===== config.mk =====
export PLATFORM = sky130hd
export DESIGN_NAME = pipe_hazard_ctrl_flat
export DESIGN_NICKNAME = d
export VERILOG_FILES = /design/src/rtl/hazard_pkg.sv /design/src/rtl/hazard_if.sv /design/src/rtl/haz_md_timer.sv /design/src/rtl/pipe_hazard_ctrl.sv /design/src/flat_wrapper.sv
export SDC_FILE = /design/constraint.sdc
export NUM_CORES = 1
export LEC_CHECK = 0
export ABC_AREA = 1
export BUFFER_PORTS_ARGS = -buffer_cell sky130_fd_sc_hd__buf_4
export CORE_ASPECT_RATIO = 1.2
export CORE_MARGIN = 2
export CORE_UTILIZATION = 41
export CTS_CLUSTER_SIZE = 14
export DETAILED_ROUTE_END_ITERATION = 12
export GPL_TIMING_DRIVEN = 0
export PLACE_DENSITY = 0.76
export SYNTH_ARGS = -nofsm -noshare
export SYNTH_HDL_FRONTEND = slang
export SYNTH_HIERARCHICAL = 1
export SYNTH_SLANG_ARGS = --single-unit
export TNS_END_PERCENT = 5

===== constraint.sdc =====
create_clock -name clk -period 3 [get_ports clk]
set_clock_uncertainty 0.1 [all_clocks]
set_input_delay 0 -clock clk [delete_from_list [all_inputs] [get_ports clk]]
set_output_delay 0 -clock clk [all_outputs]
set_load 0.05 [all_outputs]

===== src/rtl/hazard_pkg.sv =====
// Shared encodings and helpers for the pipeline hazard sequencer.
// Used by pipe_hazard_ctrl and haz_md_timer.
package hazard_pkg;

    typedef enum logic [1:0] {
        HZ_RUN     = 2'b00,
        HZ_MD_WAIT = 2'b01,
        HZ_MD_DONE = 2'b10
    } hzState_t;

    localparam logic [1:0] PCSEL_SEQ = 2'b00;
    localparam logic [4:0] REG_ZERO  = 5'd0;

    // Wide enough for the largest legal MULT/DIV latency (15).
    localparam int MD_CNT_W = 4;

    // A load in EX whose destination is read by the instruction in ID.
    function automatic logic loadUse(
        input logic       mem2r,
        input logic       regw,
        input logic [4:0] rd,
        input logic [4:0] rs,
        input logic [4:0] rt,
        input logic       usesRt
    );
        return mem2r & regw & (rd != REG_ZERO) &
               ((rd == rs) | (usesRt & (rd == rt)));
    endfunction

endpackage


===== src/rtl/hazard_if.sv =====
// Pipeline <-> hazard sequencer signal bundle. The pipeline side is the
// master (drives ID/EX decode info), the sequencer is the slave.
interface hazard_if #(
    parameter int CNT_W = 16
);
    logic [4:0]       id_rs;
    logic [4:0]       id_rt;
    logic             id_uses_rt;
    logic             id_md_start;
    logic             ex_mem2r;
    logic             ex_regw;
    logic [4:0]       ex_rd;
    logic [1:0]       ex_pcsel;

    logic             pc_stall;
    logic             ifid_stall;
    logic             ifid_flush;
    logic             idex_bubble;
    logic             md_busy;
    logic [1:0]       hz_state;
    logic [CNT_W-1:0] stall_cnt;
    logic [CNT_W-1:0] flush_cnt;

    modport master (
        output id_rs, id_rt, id_uses_rt, id_md_start,
        output ex_mem2r, ex_regw, ex_rd, ex_pcsel,
        input  pc_stall, ifid_stall, ifid_flush, idex_bubble,
        input  md_busy, hz_state, stall_cnt, flush_cnt
    );

    modport slave (
        input  id_rs, id_rt, id_uses_rt, id_md_start,
        input  ex_mem2r, ex_regw, ex_rd, ex_pcsel,
        output pc_stall, ifid_stall, ifid_flush, idex_bubble,
        output md_busy, hz_state, stall_cnt, flush_cnt
    );
endinterface


===== src/rtl/haz_md_timer.sv =====
// Loadable down-counter for MULT/DIV occupancy; done is high while the
// count sits at 1, i.e. during the last wait cycle.
module haz_md_timer
    import hazard_pkg::*;
#(
    parameter int W = MD_CNT_W
) (
    input  logic         clk,
    input  logic         rst,
    input  logic         load,
    input  logic         dec,
    input  logic         clr,
    input  logic [W-1:0] loadVal,
    output logic         done
);

    logic [W-1:0] cnt;

    // Abort clear beats a new load, which beats counting down.
    always_ff @(posedge clk or negedge rst) begin
        if (!rst) begin
            cnt <= '0;
        end else if (clr) begin
            cnt <= '0;
        end else if (load) begin
            cnt <= loadVal;
        end else if (dec && (cnt != '0)) begin
            cnt <= cnt - 1'b1;
        end
    end

    assign done = (cnt == W'(1));

endmodule


===== src/rtl/pipe_hazard_ctrl.sv =====
// Hazard sequencer: load-use stalls, redirect squash and MULT/DIV wait FSM.
// Define HAZ_PERF_CNT_EN to build the saturating stall/flush counters.
module pipe_hazard_ctrl
    import hazard_pkg::*;
#(
    parameter int MD_LAT = 4,
    parameter int CNT_W  = 16
) (
    input  logic     clk,
    input  logic     rst,
    hazard_if.slave  hz
);

    localparam logic [MD_CNT_W-1:0] MD_LOAD = MD_CNT_W'(MD_LAT - 1);

    hzState_t state;
    hzState_t nextState;

    logic lu;
    logic redirect;
    logic tmrLoad;
    logic tmrDec;
    logic tmrClr;
    logic tmrDone;

    logic pcStall;
    logic ifidStall;
    logic ifidFlush;
    logic idexBubble;
    logic mdBusy;

    assign lu       = loadUse(hz.ex_mem2r, hz.ex_regw, hz.ex_rd,
                              hz.id_rs, hz.id_rt, hz.id_uses_rt);
    assign redirect = (hz.ex_pcsel != PCSEL_SEQ);

    haz_md_timer #(
        .W       (MD_CNT_W)
    ) u_md_timer (
        .clk     (clk),
        .rst     (rst),
        .load    (tmrLoad),
        .dec     (tmrDec),
        .clr     (tmrClr),
        .loadVal (MD_LOAD),
        .done    (tmrDone)
    );

    always_ff @(posedge clk or negedge rst) begin
        if (!rst) begin
            state <= HZ_RUN;
        end else begin
            state <= nextState;
        end
    end

    // Controls are combinational so they act in the cycle the hazard is seen;
    // holding rst low forces every control low regardless of the inputs.
    always_comb begin
        nextState  = state;
        pcStall    = 1'b0;
        ifidStall  = 1'b0;
        ifidFlush  = 1'b0;
        idexBubble = 1'b0;
        mdBusy     = 1'b0;
        tmrLoad    = 1'b0;
        tmrDec     = 1'b0;
        tmrClr     = 1'b0;
        if (rst) begin
            case (state)
                HZ_RUN: begin
                    if (redirect) begin
                        ifidFlush  = 1'b1;
                        idexBubble = 1'b1;
                    end else if (lu) begin
                        pcStall    = 1'b1;
                        ifidStall  = 1'b1;
                        idexBubble = 1'b1;
                    end else if (hz.id_md_start) begin
                        nextState = HZ_MD_WAIT;
                        tmrLoad   = 1'b1;
                    end
                end
                HZ_MD_WAIT: begin
                    mdBusy = 1'b1;
                    if (redirect) begin
                        ifidFlush  = 1'b1;
                        idexBubble = 1'b1;
                        tmrClr     = 1'b1;
                        nextState  = HZ_RUN;
                    end else begin
                        pcStall    = 1'b1;
                        ifidStall  = 1'b1;
                        idexBubble = 1'b1;
                        tmrDec     = 1'b1;
                        if (tmrDone) begin
                            nextState = HZ_MD_DONE;
                        end
                    end
                end
                HZ_MD_DONE: begin
                    // The MULT/DIV issues now; a new one must pass through RUN first.
                    mdBusy    = 1'b1;
                    nextState = HZ_RUN;
                    if (redirect) begin
                        ifidFlush  = 1'b1;
                        idexBubble = 1'b1;
                        tmrClr     = 1'b1;
                    end else if (lu) begin
                        pcStall    = 1'b1;
                        ifidStall  = 1'b1;
                        idexBubble = 1'b1;
                    end
                end
                default: begin
                    nextState = HZ_RUN;
                    tmrClr    = 1'b1;
                end
            endcase
        end
    end

    assign hz.pc_stall    = pcStall;
    assign hz.ifid_stall  = ifidStall;
    assign hz.ifid_flush  = ifidFlush;
    assign hz.idex_bubble = idexBubble;
    assign hz.md_busy     = mdBusy;
    assign hz.hz_state    = state;

`ifdef HAZ_PERF_CNT_EN
    logic [CNT_W-1:0] stallCnt;
    logic [CNT_W-1:0] flushCnt;

    // Saturate at all-ones; only rst clears them.
    always_ff @(posedge clk or negedge rst) begin
        if (!rst) begin
            stallCnt <= '0;
            flushCnt <= '0;
        end else begin
            if (pcStall && (stallCnt != '1)) begin
                stallCnt <= stallCnt + 1'b1;
            end
            if (ifidFlush && (flushCnt != '1)) begin
                flushCnt <= flushCnt + 1'b1;
            end
        end
    end

    assign hz.stall_cnt = stallCnt;
    assign hz.flush_cnt = flushCnt;
`else
    assign hz.stall_cnt = {CNT_W{1'b0}};
    assign hz.flush_cnt = {CNT_W{1'b0}};
`endif

endmodule


===== src/flat_wrapper.sv =====
// flat-port wrapper written by rule: the top's interface ports become plain ports
module pipe_hazard_ctrl_flat import hazard_pkg::*;
#(
    parameter int MD_LAT = 4,
    parameter int CNT_W  = 16
)
  (clk, rst, hz_id_rs, hz_id_rt, hz_id_uses_rt, hz_id_md_start, hz_ex_mem2r, hz_ex_regw, hz_ex_rd, hz_ex_pcsel, hz_pc_stall, hz_ifid_stall, hz_ifid_flush, hz_idex_bubble, hz_md_busy, hz_hz_state, hz_stall_cnt, hz_flush_cnt);
  hazard_if #(.CNT_W(CNT_W)) hz_i ();
  input  logic clk;
  input  logic rst;
  input wire logic [$bits(hz_i.id_rs)-1:0] hz_id_rs;
  input wire logic [$bits(hz_i.id_rt)-1:0] hz_id_rt;
  input wire logic [$bits(hz_i.id_uses_rt)-1:0] hz_id_uses_rt;
  input wire logic [$bits(hz_i.id_md_start)-1:0] hz_id_md_start;
  input wire logic [$bits(hz_i.ex_mem2r)-1:0] hz_ex_mem2r;
  input wire logic [$bits(hz_i.ex_regw)-1:0] hz_ex_regw;
  input wire logic [$bits(hz_i.ex_rd)-1:0] hz_ex_rd;
  input wire logic [$bits(hz_i.ex_pcsel)-1:0] hz_ex_pcsel;
  output wire logic [$bits(hz_i.pc_stall)-1:0] hz_pc_stall;
  output wire logic [$bits(hz_i.ifid_stall)-1:0] hz_ifid_stall;
  output wire logic [$bits(hz_i.ifid_flush)-1:0] hz_ifid_flush;
  output wire logic [$bits(hz_i.idex_bubble)-1:0] hz_idex_bubble;
  output wire logic [$bits(hz_i.md_busy)-1:0] hz_md_busy;
  output wire logic [$bits(hz_i.hz_state)-1:0] hz_hz_state;
  output wire logic [$bits(hz_i.stall_cnt)-1:0] hz_stall_cnt;
  output wire logic [$bits(hz_i.flush_cnt)-1:0] hz_flush_cnt;
  assign hz_i.id_rs = hz_id_rs;
  assign hz_i.id_rt = hz_id_rt;
  assign hz_i.id_uses_rt = hz_id_uses_rt;
  assign hz_i.id_md_start = hz_id_md_start;
  assign hz_i.ex_mem2r = hz_ex_mem2r;
  assign hz_i.ex_regw = hz_ex_regw;
  assign hz_i.ex_rd = hz_ex_rd;
  assign hz_i.ex_pcsel = hz_ex_pcsel;
  assign hz_pc_stall = hz_i.pc_stall;
  assign hz_ifid_stall = hz_i.ifid_stall;
  assign hz_ifid_flush = hz_i.ifid_flush;
  assign hz_idex_bubble = hz_i.idex_bubble;
  assign hz_md_busy = hz_i.md_busy;
  assign hz_hz_state = hz_i.hz_state;
  assign hz_stall_cnt = hz_i.stall_cnt;
  assign hz_flush_cnt = hz_i.flush_cnt;
  pipe_hazard_ctrl #(.MD_LAT(MD_LAT), .CNT_W(CNT_W)) u_core (.clk(clk), .rst(rst), .hz(hz_i));
endmodule

Word-level counts from Yosys, hierarchy flattened:

Index checks and enable logic that the tools add are counted.

* register bits: 6
* input bits: 23
* output and inout bits: 39
* logic and storage cells: 58

* add/subtract/negate cells: 1
* equal/unequal tests: 9
* muxes and demuxes: 31
* bitwise logic cells: 5
* reduce and logical (&&, ||, !) cells: 10

Operators by type and width (number)
* $mux W1: 19
* $mux W4: 3
* $eq A5 B5 Y1: 2
* $mux W2: 5
* $ne A2 B2 Y1 const B: 3
* $pmux W1 S2: 3
* $reduce_and A5 Y1: 1
* $reduce_bool A5 Y1: 1
* $and A1 B1 Y1: 4
* $eq A4 B1 Y1 const B: 1
* $pmux W2 S2: 1
* $reduce_bool A4 Y1: 1
* $reduce_or A2 Y1: 2
* $sub A4 B1 Y4 const B: 1
* $ne A3 B1 Y1 const B: 1
* $reduce_bool A3 Y1: 1
* $reduce_or A3 Y1: 1
* $eq A2 B1 Y1 const B: 1
* $eq A2 B2 Y1 const B: 1
* $logic_not A2 Y1: 1
* $reduce_bool A2 Y1: 1
* $logic_and A1 B1 Y1: 1
* $or A1 B1 Y1: 1

Longest topological paths before layout:

* depth after elaboration: 10
* depth in mapped cells: 14
* gate-level depth less buffers: 14

Hierarchy:

The synthesis kept the hierarchy.

By module, submodules not included
* pipe_hazard_ctrl: instances 1, cells each 127, area an instance 728.2 µm², seq. area each 50.0 µm²
* haz_md_timer: instances 1, cells each 44, area an instance 317.8 µm², seq. area each 100.1 µm²

Least setup slack after synthesis:

Ideal clock, no wire load.

* path kind: register to output
* start point: register u_core.state[0] (netlist: u_core/hz.hz_state[0])
* end point: output hz_pc_stall
* arrival time: 2308 ps
* required time: 2900 ps
* setup slack: 592 ps
* stages on the path, launching flop included: 5
* buffers on the path: 1
* cells stage by stage: dfrtp_1 ha_1 or2_2 a21oi_1 buf_4

* cells in the longest elaborated chain, start to end: 4
* elaborated cells between the ends (all ways): 6
* those cells by class: 2 x eq/ne; 2 x mux; 2 x reduce/logical

Ends and longest elaborated chain
* start, declared: RTL line pipe_hazard_ctrl.sv:16 `hzState_t state;`
* start signal, assigned: RTL line pipe_hazard_ctrl.sv:52 `state <= nextState;`
* $eq A2 B2 Y1 or $logic_not A2 Y1 (tied branches)
* $reduce_or A2 Y1 (no source line)
* $pmux W1 S2 (*)
* $mux W1 (*)
* end, declared: RTL line flat_wrapper.sv:19 `output wire logic [$bits(hz_i.pc_stall)-1:0] hz_pc_stall;`

Every way passes the cells marked *; elsewhere a longest branch is shown, timed or not.

Worst setup path after layout:

* start point: register u_core.state[0] (netlist: u_core/hz.hz_state[0])
* end point: register u_core.u_md_timer.cnt[1]

* cells in the longest elaborated chain, start to end: 5
* elaborated cells between the ends (all ways): 14
* those cells by class: 2 x eq/ne; 8 x mux; 4 x reduce/logical

Ends and longest elaborated chain
* $logic_not A2 Y1 (*): RTL line pipe_hazard_ctrl.sv:69 `case (state)`
* $mux W1 (*): RTL line pipe_hazard_ctrl.sv:69
* $mux W1 (*): RTL line pipe_hazard_ctrl.sv:68 `if (rst) begin`
* via u_core.tmrLoad: RTL line pipe_hazard_ctrl.sv:21 `logic tmrLoad;`
* $mux W4: RTL line haz_md_timer.sv:25 `end else if (load) begin`
* $mux W4: RTL line haz_md_timer.sv:23 `end else if (clr) begin`
* end signal, assigned: RTL line haz_md_timer.sv:26 `cnt <= loadVal;`
* end signal, assigned: RTL line haz_md_timer.sv:28 `cnt <= cnt - 1'b1;`
* end, declared: RTL line haz_md_timer.sv:17 `logic [W-1:0] cnt;`

The timed path passes the listed nets; every way through them passes the cells marked *.
A chain may end at the register's enable or synchronous reset.

==> impl_metrics.tcl <==
set metrics [dict create \
    cts_root_buf "clkbuf_4" \
    synth.avg_cell_area_um2 6.12 \
    drtIter0Drc 14 \
    cts.sinks 6 \
    leakagePower_nw 0.941 \
    cp_max_fo 8 \
    layout-drive-gt1-share_pct 34.9 \
    finalMaxSlewViolations 0 \
    power.total_uw 828 \
    nNetsFinal 270 \
    gp_congestion 0.850 \
    synthDominantCellAreaShare_pct 23.7 \
    drc 0 \
    fin_area_um2 1470 \
    r2r_end "u_core/u_md_timer/cnt[1]$_DFFE_PN0P_" \
    synth_xor_area_share_pct 1.67 \
    path_cells "inv_1 > ha_1 > inv_1 > nor3_1 > inv_1 > a21oi_4 > nand2_1 > nand2_1" \
    cts_setup_buffers 0 \
    reg2regPathDepth 8 \
    viasPerCell 3.75 \
    cp.arrival_ns 2.33 \
    cts_buffers 3 \
    powerDensity_nw_per_um2 565 \
    setup-violations-final 0 \
    cp_slowest_cell "nor3_1" \
    synth_top_family_by_area "simple AND/OR/NAND/NOR gates" \
    grt_pass1_wl_um 3400 \
    worstPathBufferInverterCount 3 \
    post-place-ws_ns 0.732 \
    antenna_found_initial 0 \
    start_util_pct 42.2 \
    synthMuxAreaShare_pct 0 \
    clkTransAtPathRegs_ns 0.04 \
    finalCritPeriodShare_pct 75.1 \
    synth_compound_gate_area_share_pct 6.82 \
    final_antenna_net_count 0 \
    endpoint_kind "register" \
    port_buffers 29 \
    cp_common_cell "inv_1" \
    cp-start-kind "register" \
    routed_wl_um 2010 \
    die_area_um2 2970 \
    ctsResizeCount 0 \
    syn_area_um2 1050 \
    yosys_register_bits 6 \
    final_util_pct 59.1 \
    vias 1016 \
    finalCriticalPeriod_ns 2.25 \
    grt_pass1_vias 896 \
    place_area_um2 1430 \
    fp.dieW_um 50.1 \
    synth_area_leaders "buf_4 (24%), nand2_1 (18%), dfrtp_1 (14%), ha_1 (8.4%), inv_1 (7.5%)" \
    fin_ws_ns 0.748 \
    yosys_warnings 6 \
    tightest_slew_ns 0.721 \
    cts_tree "done" \
    dpl.hpwl_um 1780 \
    grt_setup_unrepaired "false" \
    critPathTopFamily "simple AND/OR/NAND/NOR gates" \
    wire_per_inst_um 7.43 \
    synth_largest_area_cell "buf_4" \
    area_growth_syn_to_layout_pct 40.1 \
    grt_use_total_pct 14.4 \
    min_path_type "in -> async" \
    num_antenna_cells 0 \
    fmax_mhz 444 \
    rows 20 \
    yosysSeqAreaShare_pct 14.4 \
    grt.overflow.total 0 \
    htree_levels 1 \
    r2r-start "u_core/hz.hz_state[0]$_DFFE_PN0P_" \
    dr.pass1.iters 4 \
    synth.distinct_cells 22 \
    clk_latency_ns 0.24 \
    cap_violations 0 \
    synthCells 171 \
    synth-adder-area-share_pct 8.37 \
    slowest_delay_ns 0.61 \
    coreArea_um2 2480 \
    maxSlewHeadroom_pct 51.5 \
    clockBufferDepth 2 \
    holdBufCountCts 1 \
    post_synth_and_or_nand_nor_area_fraction_pct 34.7 \
    status "complete, no violations" \
    fin_tns_setup_ns 0 \
    required_ns 3.08 \
    finalHoldViolCount 0 \
    grt_max_degree 12 \
    regToRegSetupSlack_ns 0.75 \
    die_h_um 59.3 \
    pin_count 62 \
    irDropWorstVdd_uv 398 \
    crit_type "reg -> reg" \
]
==> state kept, by name (all words and copies together) (netlist names) <==
| signal | cells |
|---|---|
| u_core/hz.hz_state | 2 |
| u_core/u_md_timer/cnt | 4 |
==> report_power, final <==
part	switching (mW)	internal, mW
Clock	0.0276	0.0452
Combinational	0.384	0.210
Sequential	0.0429	0.117
==> kinds of logic (layout without fill, tap and decap cells) <==
logic type / count (synthesis) / after routing
flops: 6 / 6
xor+xnor: 2 / 2
fa+ha+maj: 7 / 7
simple gates: 83 / 83
other cells: 2 / 36
compound gates: 11 / 11
buf+inv: 60 / 93
==> synth_stat cells <==
library cell   n
a21oi_1        2
nor2_1        10
or2_2          1
a31oi_1        1
xnor2_1        2
inv_1         21
conb_1         2
ha_1           7
nand3_2        1
nor3_1         1
a21oi_4        1
nand2_2        7
nand2_1       51
nand3_1        7
o2111ai_1      1
nand4_1        1
dfrtp_1        6
nor2_2         2
o21ai_0        6
nor3b_1        2
inv_2          6
buf_4         33
==> per-layer routing <==
metal  track usage [%]  wire, um  vias to the layer above
met5                 0         0                        -
met4              2.38        16                        0
met3              2.53       147                        2
met2              28.0      1010                       37
met1              16.5       835                      394
li1                  -         -                      583
==> stage by stage <==
step           cells  hold WS (ns)
6_report         271        0.0487
5_1_grt          271        0.0598
4_1_cts          271       0.00894
3_5_place_dp     267        -0.273
3_3_place_gp     267        -0.273
2_1_floorplan    205        -0.396
==> worst max path at each step <==
stage | cells after the start | startpoint | to | slack (ns)
6_report | 8 | u_core/hz.hz_state[0]$_DFFE_PN0P_ | u_core/u_md_timer/cnt[1]$_DFFE_PN0P_ | 0.75
5_1_grt | 9 | u_core/hz.hz_state[0]$_DFFE_PN0P_ | u_core/u_md_timer/cnt[2]$_DFFE_PN0P_ | 0.47
4_1_cts | 8 | u_core/hz.hz_state[0]$_DFFE_PN0P_ | u_core/u_md_timer/cnt[3]$_DFFE_PN0P_ | 0.73
3_5_place_dp | 8 | u_core/hz.hz_state[0]$_DFFE_PN0P_ | u_core/u_md_timer/cnt[3]$_DFFE_PN0P_ | 0.73
3_3_place_gp | 8 | u_core/hz.hz_state[0]$_DFFE_PN0P_ | u_core/u_md_timer/cnt[0]$_DFFE_PN0P_ | 0.77
2_1_floorplan | 4 | u_core/hz.hz_state[0]$_DFFE_PN0P_ | hz_pc_stall | 0.59
==> area by class of cell <==
class | instances | area (um^2)
Clock buffer | 3 | 22.5
Fill cell | 234 | 1010
Tap cell | 33 | 41.3
Multi-Input combinational cell | 139 | 674
Buffer | 33 | 248
Timing Repair Buffer | 30 | 228
Inverter | 27 | 101
Sequential cell | 6 | 150
==> cells in the final DEF (no fill, tap or decap), types with 6 or more instances in the layout <==
cell / n
buf_4: 62
conb_1: 36
dfrtp_1: 6
ha_1: 7
inv_1: 21
inv_2: 6
nand2_1: 51
nand2_2: 7
nand3_1: 7
nor2_1: 10
o21ai_0: 6
Note: power is estimated with default switching activity, not from simulation.
